## config.mk

```make
export PLATFORM = sky130hd
export DESIGN_NAME = pipe_stage_skid
export DESIGN_NICKNAME = d
export VERILOG_FILES = /design/src/rtl/pipe_stage_skid.sv
export SDC_FILE = /design/constraint.sdc
export NUM_CORES = 1
export LEC_CHECK = 0
export ABC_AREA = 0
export BUFFER_PORTS_ARGS = -buffer_cell sky130_fd_sc_hd__buf_2
export CORE_MARGIN = 1
export CORE_UTILIZATION = 40
export DETAILED_ROUTE_END_ITERATION = 8
export PLACE_DENSITY = 0.71
export SLEW_MARGIN = 10
export SYNTH_ARGS = -nofsm -noshare
export SYNTH_HDL_FRONTEND = slang
export SYNTH_SLANG_ARGS = --single-unit
```

## constraint.sdc

```tcl
create_clock -name Clk -period 1.35 [get_ports Clk]
set_input_delay 0 -clock Clk [delete_from_list [all_inputs] [get_ports Clk]]
set_output_delay 0 -clock Clk [all_outputs]
set_load 0.02 [all_outputs]
```

## src/rtl/pipe_stage_skid.sv

```systemverilog
// Valid/ready pipeline stage with 1-cycle latency and bubble-clean control bits.
// Define PIPE_STAGE_SKID_EN to add a skid register and a registered InReady.
module pipe_stage_skid #(
    parameter int unsigned DATA_W = 69,
    parameter int unsigned CTRL_W = 4
) (
    input  logic              Clk,
    input  logic              Reset,
    input  logic              Flush,
    input  logic              InValid,
    output logic              InReady,
    input  logic [DATA_W-1:0] InData,
    input  logic [CTRL_W-1:0] InCtrl,
    output logic              OutValid,
    input  logic              OutReady,
    output logic [DATA_W-1:0] OutData,
    output logic [CTRL_W-1:0] OutCtrl,
    output logic [1:0]        Count
);

    typedef enum logic [1:0] {
        EMPTY = 2'd0,
        ONE   = 2'd1,
        TWO   = 2'd2
    } state_t;

    state_t            state_q, state_d;
    logic [DATA_W-1:0] main_data_q, main_data_d;
    logic [CTRL_W-1:0] main_ctrl_q, main_ctrl_d;
`ifdef PIPE_STAGE_SKID_EN
    logic [DATA_W-1:0] skid_data_q, skid_data_d;
    logic [CTRL_W-1:0] skid_ctrl_q, skid_ctrl_d;
    logic              in_ready_q;
`endif
    logic              accept;
    logic              pop;

    assign accept = InValid && InReady;
    assign pop    = OutValid && OutReady;

    always_ff @(posedge Clk) begin
        if (Reset) begin
            state_q     <= EMPTY;
            main_data_q <= '0;
            main_ctrl_q <= '0;
`ifdef PIPE_STAGE_SKID_EN
            skid_data_q <= '0;
            skid_ctrl_q <= '0;
            in_ready_q  <= 1'b1;
`endif
        end else begin
            state_q     <= state_d;
            main_data_q <= main_data_d;
            main_ctrl_q <= main_ctrl_d;
`ifdef PIPE_STAGE_SKID_EN
            skid_data_q <= skid_data_d;
            skid_ctrl_q <= skid_ctrl_d;
            in_ready_q  <= (state_d != TWO);
`endif
        end
    end

    always_comb begin
        state_d     = state_q;
        main_data_d = main_data_q;
        main_ctrl_d = main_ctrl_q;
`ifdef PIPE_STAGE_SKID_EN
        skid_data_d = skid_data_q;
        skid_ctrl_d = skid_ctrl_q;
`endif
        // Flush empties the stage but leaves main_data_q untouched so OutData holds.
        if (Flush) begin
            state_d = EMPTY;
        end else begin
            case (state_q)
                EMPTY: begin
                    if (accept) begin
                        state_d     = ONE;
                        main_data_d = InData;
                        main_ctrl_d = InCtrl;
                    end
                end
                ONE: begin
                    if (accept && pop) begin
                        main_data_d = InData;
                        main_ctrl_d = InCtrl;
                    end else if (pop) begin
                        state_d = EMPTY;
`ifdef PIPE_STAGE_SKID_EN
                    end else if (accept) begin
                        state_d     = TWO;
                        skid_data_d = InData;
                        skid_ctrl_d = InCtrl;
`endif
                    end
                end
                TWO: begin
`ifdef PIPE_STAGE_SKID_EN
                    if (pop) begin
                        state_d     = ONE;
                        main_data_d = skid_data_q;
                        main_ctrl_d = skid_ctrl_q;
                    end
`else
                    state_d = EMPTY;
`endif
                end
                default: state_d = EMPTY;
            endcase
        end
    end

    always_comb begin
        OutValid = (state_q != EMPTY);
        OutData  = main_data_q;
        OutCtrl  = OutValid ? main_ctrl_q : '0;
        case (state_q)
            ONE:     Count = 2'd1;
            TWO:     Count = 2'd2;
            default: Count = 2'd0;
        endcase
`ifdef PIPE_STAGE_SKID_EN
        InReady = in_ready_q && !Reset;
`else
        InReady = (!OutValid || OutReady) && !Reset;
`endif
    end

endmodule

```

### Word-level counts from Yosys, hierarchy flattened

Index checks and enable logic that the tools add are counted.

| storage, ports and cells | value |
|---|---|
| flip-flop bits (word level) | 75 |
| bits in latches | 0 |
| RAM bits | 0 |
| bits in read-only memories | 0 |
| input port bits | 78 |
| output and inout bits | 77 |
| word-level logic and storage cells | 35 |
| memories | 0 |

| operators by class | value |
|---|---|
| $add $sub $neg | 0 |
| $mul | 0 |
| div/mod/pow operators | 0 |
| magnitude comparators | 0 |
| equality and inequality tests | 6 |
| shifts and indexed selects | 0 |
| multiplexer cells | 12 |
| bitwise logic cells | 1 |
| reduce and logical (&&, ||, !) cells | 13 |

Operator list:

| cell | number |
|---|---|
| 2-to-1 mux 69 bit | 2 |
| case mux 69 bit (2 select lines) | 1 |
| 2-to-1 mux 4 bit | 3 |
| != test 2 bit, second input constant | 4 |
| case mux 2 bit (2 select lines) | 2 |
| case mux 4 bit (2 select lines) | 1 |
| 2-to-1 mux 2 bit | 3 |
| logical AND 1 bit | 4 |
| AND reduction 4 bit | 1 |
| nonzero test 2 bit | 2 |
| AND reduction 3 bit | 1 |
| equality test 2 x 1 -> 1 bit, second input constant | 1 |
| equality test 2 bit, second input constant | 1 |
| logical NOT 1 bit | 2 |
| logical NOT 2 bit | 1 |
| OR reduction 2 bit | 1 |
| logical OR 1 bit | 1 |
| inverter 1 bit | 1 |

### Depth between registers and ports, before layout

Gate-level depths: netlist (run 1).

| depth | value |
|---|---|
| depth after elaboration | 8 |
| depth in mapped cells | 5 |

### Least setup slack after synthesis (run 1)

Ideal clock, no wire load.

| path | value |
|---|---|
| path type | flip-flop to flip-flop |
| from | register state_q[0] |
| to | register main_data_q[10], in the netlist OutData[10] |
| arrival time | 1.209 ns |
| data required time | 1.234 ns |
| setup slack | 0.026 ns |
| cell stages (with the launch flop) | 6 |
| buffers on the path | 2 |
| clock period less this slack | 1.324 ns |
| cells stage by stage | dfxtp_1 -> nand2b_1 -> buf_2 -> clkbuf_1 -> a21oi_1 -> a31o_1 |

| on the way | value |
|---|---|
| longest elaborated chain between the ends | 8 |
| elaborated cells on any way between the ends | 14 |

RTL lines:

| item | RTL line | source |
|---|---|---|
| start, declared | 27 | `state_t state_q, state_d;` |
| start signal, assigned | 52 | `state_q <= state_d;` |
| nonzero test 2 bit | 114 | `OutValid = (state_q != EMPTY);` |
| logical NOT 1 bit | 125 | `InReady = (!OutValid \|\| OutReady) && !Reset;` |
| logical OR 1 bit | 125 |  |
| logical AND 1 bit | 125 |  |
| logical AND 1 bit | 38 | `assign accept = InValid && InReady;` |
| logical AND 1 bit | 84 | `if (accept && pop) begin` |
| != test 2 bit (no line) | n/a |  |
| AND reduction 4 bit (no line) | n/a |  |
| end signal, assigned | 53 | `main_data_q <= main_data_d;` |
| end, declared | 28 | `logic [DATA_W-1:0] main_data_q, main_data_d;` |

Several ways; a longest one is shown, not always the timed one.
A chain may end at the register's enable or synchronous reset.

### Worst setup path after layout (run 1)

| path | value |
|---|---|
| from | register state_q[0] |
| to | output port InReady |

| on the way | value |
|---|---|
| longest elaborated chain between the ends | 4 |

RTL lines:

| item | RTL line | source |
|---|---|---|
| nonzero test 2 bit | 114 |  |
| logical NOT 1 bit | 125 |  |
| logical OR 1 bit | 125 |  |
| logical AND 1 bit | 125 |  |
| end, declared | 11 | `output logic InReady,` |

No other way between the ends.

==> results.toml, run 1 <==
[outcome]
outcome = "finished clean"

[clock_network]
ctsLongestPathBuffers = 2
worst_skew_pair.late_latency_ns = 0.34
h-tree-depth = 3
cts.sinks = 74
cts-buffers-inserted = 9
root_buffer = "clkbuf_8"
cts_tree = "yes"
clk_pin_slew_ns = 0.07

[timing]
drv_slew = 0
setup-violations-final = 0
hold_viol = 0
setup_tns_ns = 0
rsz0062_at_grt = "no"
min_period_ns = 1.25
finalClockSkew_ns = 0.00547
fin_crit_sh_pct = 92.4
max_freq_mhz = 802
max_slew_margin_pct = 60.3
tightest_slew_ns = 0.595

[pwr]
combinationalPowerShare_pct = 17.4
leakage_uw = 0.00232
ir_worst_vdd_v = 0.000562
switchingPower_uw = 1310
p_seq_share_pct = 45.2
p_per_area_mw_per_mm2 = 1040
clock_power_share_pct = 37.5
sw_frac_of_total_pct = 25.1
cell_internal_pwr_uw = 3920

[layout]
syn_to_final_growth_pct = 56.7
nets = 634
layout-drive-gt1-share_pct = 33.9
layout_common_cells = "153 x buf_2, 75 x dlygate4sd3_1, 73 x dfxtp_1, 73 x nand2b_1, 73 x a21oi_1"
insertedDiodeCount = 0
final_area_mm2 = 0.00504
final_common_cell = "buf_2"
num-fill-cells = 637

[placed_design]
portBuffers = 153
place_area_mm2 = 0.00406
gp_congestion = 0.747
hpwl_um = 5250

[floorplanning]
die_area_mm2 = 0.00841
core_area_mm2 = 0.00777
boundaryPins = 155
die_w_um = 91.7
start_util_pct = 41.4
num_rows = 32
die_h_um = 91.7

[setup_path]
worstSetupPathType = "reg2out"
crit_buf_inv = 2
cp-end-kind = "primary output"
cpLargestDelayFamily = "flip-flops"
slowest_stage = "dfxtp_2"
critical-path-max-stage-delay_ns = 0.35
critPathLaunchType = "register"
cp_max_fo = 7
required_ns = 1.35
path_cells = "buf_4 > nor2b_1 > nor2_1 > buf_2"
rrSetupSlack_ns = 0.14
arrival_ns = 1.25

[min_path]
hold_class = "in2reg"

[drt]
firstDrtPassIters = 5
drtAntennaViolNets = 0
wl_per_cell_um = 13.5
dr_total_vias = 3226
drc = 0
via_per_inst = 4.87
wl_um = 8950
drt_iter0_drc = 157

[global_routing]
grt_max_degree = 76
grt.total_usage_pct = 21.3
antenna_found_initial = 0
gr-total-overflow = 0
grt_pass1_wl_um = 14300
grt_pass1_vias = 3091

[logic_synthesis]
synth_nets = 424
synth_warnings = 0
avgSynthCellArea_um2 = 9.30
syn_inst = 346
synth_seq_cells = 74
synthDistinctLibCells = 15
syn_area_mm2 = 0.00322
seq_area_frac_synth_pct = 46.0

[run]
maxCapViolations = 0
## worst register-to-register path: cells and delay by family, from the launching register on
kind                   cells  cell delay, ns
buffers and inverters      1            0.26
AO/OA/AOI/OAI              2            0.32
flip-flops                 1            0.34
AND/OR/NAND/NOR            1            0.18
## routing by layer
layer	up-vias	share of wire [%]	GRT usage (%)	routed length (um)
met5	-	0	0	0
met4	0	3.4	12.6	303
met3	25	4.2	3.57	374
met2	103	49	36.0	4390
met1	1449	43	25.3	3880
li1	1649	-	-	-
## worst paths after layout
check                               from                          end  cells past startpoint
max              state_q[0]$_SDFFE_PP0P_                      InReady                      4
min                             OutReady      state_q[0]$_SDFFE_PP0P_                      4
max reg2reg      state_q[0]$_SDFFE_PP0P_     OutData[21]$_SDFFE_PP0P_                      4
min reg2reg  main_ctrl_q[0]$_SDFFE_PP0P_  main_ctrl_q[0]$_SDFFE_PP0P_                      3
## synth_stat cells
cell type	number	share of area [%]
buf_2	15	2.3
a21oi_1	73	11
nand2b_1	74	14
a31o_1	67	18
and2_1	4	0.78
clkbuf_1	16	1.9
nor3b_2	1	0.39
conb_1	1	0.12
buf_4	9	2.1
nor2_1	2	0.23
nor2b_1	1	0.19
nor3_1	1	0.16
buf_1	2	0.23
a31o_2	6	1.6
dfxtp_1	74	46
## metrics by stage
step           hold WS [ns]  power (uW)  setup WS (ns)  utilization (%)  cells
6_report             0.0241        5230          0.103             64.9    663
5_1_grt              0.0194        5450         0.0253             64.9    663
4_1_cts              0.0155        5270         0.0474             64.9    663
3_5_place_dp          0.221        3140          0.158             52.3    572
3_3_place_gp          0.216        3120          0.176             52.3    572
2_1_floorplan        0.0768        2850         0.0255                -    346
## what timing repair did
| item | CTS | global route |
|---|---|---|
| hold endpoints to repair | 74 | 0 |
| buffers inserted | 0 | 0 |
| resized for setup | 0 | 1 |
| hold buffers | 75 | 0 |
| endpoints found under the setup margin | 0 | 1 |
## final cells by class
type,instances,area (um2),area share [%]
tap,102,128,2.53
multi-input combinational,230,1540,30.6
sequential,74,1480,29.4
clock inverter,4,73.8,1.46
clock buffer,12,155,3.08
timing repair buffer,241,1660,33.0
## power groups by stage
stage	logic [uW]	registers, uW	clock network (uW)
5_1_grt	979	2380	2100
2_1_floorplan	302	2550	0
3_5_place_dp	728	2410	0
6_report	908	2360	1960
3_3_place_gp	718	2400	0
4_1_cts	900	2360	2010
## flip-flops by register name, indices dropped and copies added (netlist names)
| register | count |
|---|---|
| state_q | 1 |
| main_ctrl_q | 4 |
| OutData | 69 |
## cell families (layout without fill, tap and decap cells)
logic type	count (synthesis)	after routing	share of synthesized area (%)
AOI/OAI and AO/OA	146	146	31.2
buffers and inverters	42	257	6.53
DFF	74	74	46.0
other	1	1	0.116
and+or+nand+nor	83	83	16.1
No activity file was read; power rests on OpenSTA's default activity.
==> inputs of run 2 (changes only) <==
--- a/config.mk
+++ b/config.mk
@@ -11,6 +11,7 @@
 export CORE_UTILIZATION = 40
 export DETAILED_ROUTE_END_ITERATION = 8
 export PLACE_DENSITY = 0.71
+export SETUP_SLACK_MARGIN = 0.5
 export SLEW_MARGIN = 10
 export SYNTH_ARGS = -nofsm -noshare
 export SYNTH_HDL_FRONTEND = slang
==> constraint.sdc (replaced) <==
create_clock -name Clk -period 1.6 [get_ports Clk]
set_input_delay 0 -clock Clk [delete_from_list [all_inputs] [get_ports Clk]]
set_output_delay 0 -clock Clk [all_outputs]
set_load 0.02 [all_outputs]
==> results.toml, run 2 (synthesis results as in run 1) <==
[clock_network]
cts-buffers-inserted = 9
cts_tree = "yes"
cts.sinks = 74
worst_skew_pair.late_latency_ns = 0.34
h-tree-depth = 3
root_buffer = "clkbuf_8"
clk_pin_slew_ns = 0.07
ctsLongestPathBuffers = 2

[drt]
drtAntennaViolNets = 0
wl_um = 10800
drc = 0
via_per_inst = 5.13
drt_iter0_drc = 115
wl_per_cell_um = 15.9
dr_total_vias = 3487
firstDrtPassIters = 4

[pwr]
power_uw = 4610
leakage_uw = 0.00255
ir_worst_vdd_v = 0.000571
p_per_area_mw_per_mm2 = 828

[run]
maxCapViolations = 0

[global_routing]
grt_max_degree = 76
antenna_found_initial = 0
grt.total_usage_pct = 23.8
gr-total-overflow = 0
grt_pass1_wl_um = 16000
grt_pass1_vias = 3446

[timing]
finalClockSkew_ns = 0.00701
setup-violations-final = 0
hold_viol = 0
drv_slew = 0
max_slew_margin_pct = 60.1
tightest_slew_ns = 0.599
min_period_ns = 1.15
setup_ws_ns = 0.451
setup_tns_ns = 0
fin_crit_sh_pct = 71.8
max_freq_mhz = 870
rsz0062_at_grt = "yes"

[floorplanning]
boundaryPins = 155
core_area_mm2 = 0.00777
die_w_um = 91.7
die_h_um = 91.7
die_area_mm2 = 0.00841
start_util_pct = 41.4
num_rows = 32

[setup_path]
arrival_ns = 1.38
required_ns = 1.83
rr_startpoint = "state_q[0]$_SDFFE_PP0P_"
critPathLaunchType = "register"
rrSetupSlack_ns = 0.45
worstSetupPathType = "reg2reg"
ff2ff_path_depth = 4
r2r-end = "OutData[52]$_SDFFE_PP0P_"
cp-end-kind = "register"
crit_path_end = "OutData[52]$_SDFFE_PP0P_"
cp_max_fo = 7
startpoint = "state_q[0]$_SDFFE_PP0P_"

[outcome]
outcome = "finished clean"

[layout]
layout-drive-gt1-share_pct = 36.9
final_common_cell = "buf_2"
layout_common_cells = "149 x buf_2, 76 x dlygate4sd3_1, 73 x dfxtp_1, 73 x nand2b_1, 70 x a21oi_1"
final_util_pct = 71.7
insertedDiodeCount = 0
largest_reg_flops = 69
nets = 652
syn_to_final_growth_pct = 72.9

[min_path]
hold_class = "in2reg"

[placed_design]
hpwl_um = 5300
gp_congestion = 0.773
portBuffers = 153
pre_cts_ws_ns = 0.310
-- run 2: worst min-delay path by stage --
| stage | slack, ns | endpoint | start | cells past startpoint |
|---|---|---|---|---|
| 6_report | 0.15 | OutData[60]$_SDFFE_PP0P_ | OutReady | 3 |
| 3_3_place_gp | 0.21 | state_q[0]$_SDFFE_PP0P_ | Flush | 2 |
| 3_5_place_dp | 0.22 | state_q[0]$_SDFFE_PP0P_ | Flush | 2 |
| 2_1_floorplan | 0.07 | state_q[0]$_SDFFE_PP0P_ | Flush | 1 |
| 5_1_grt | 0.15 | OutData[61]$_SDFFE_PP0P_ | OutReady | 3 |
| 4_1_cts | 0.13 | main_ctrl_q[2]$_SDFFE_PP0P_ | OutReady | 3 |
-- run 2: power by group --
| part | total [uW] | switching (uW) | leakage [uW] | internal [uW] |
|---|---|---|---|---|
| Sequential | 2000 | 53.6 | 0.000606 | 1940 |
| Clock | 1740 | 670 | 0.000118 | 1070 |
| Combinational | 875 | 411 | 0.00182 | 464 |
| Total | 4610 | 1130 | 0.00255 | 3470 |
-- run 2: worst max-delay path, stage by stage (launching register included) --
cell	delay, ns
dfxtp_4	0.38
nand2b_4	0.13
buf_12	0.17
buf_16	0.14
a31o_4	0.21
-- run 2: repair_timing --
item                       CTS  global route
pin swaps                    6            40
hold endpoints to repair    74             0
setup buffers                7             0
setup endpoints to repair   65            77
gates cloned                 7             6
hold buffers                76             0
resized for setup           10            22
-- run 2: layout make-up --
class / instances / area, um2
repair buffers: 256 / 2060
well taps: 102 / 128
multi-input cells: 233 / 1650
fillers: 539 / 2200
clock buffers: 10 / 138
flip-flops and latches: 74 / 1490
clock inverters: 5 / 103
-- run 2: per-layer routing --
metal | wire length (um) | vias to the layer above | track usage (%)
met3 | 459 | 30 | 4.64
li1 | - | 1696 | -
met1 | 4260 | 1652 | 25.7
met5 | 0 | - | 0
met2 | 5800 | 109 | 43.8
met4 | 310 | 0 | 12.1
-- run 2: metrics by stage --
| step | cell area [um2] | hold slack [ns] | instances |
|---|---|---|---|
| finish | 5570 | 0.150 | 680 |
| global placement | 4100 | 0.214 | 569 |
| floorplan | 3260 | 0.0671 | 346 |
| detailed placement | 4100 | 0.217 | 569 |
| CTS | 5340 | 0.132 | 674 |
| global route | 5570 | 0.146 | 680 |
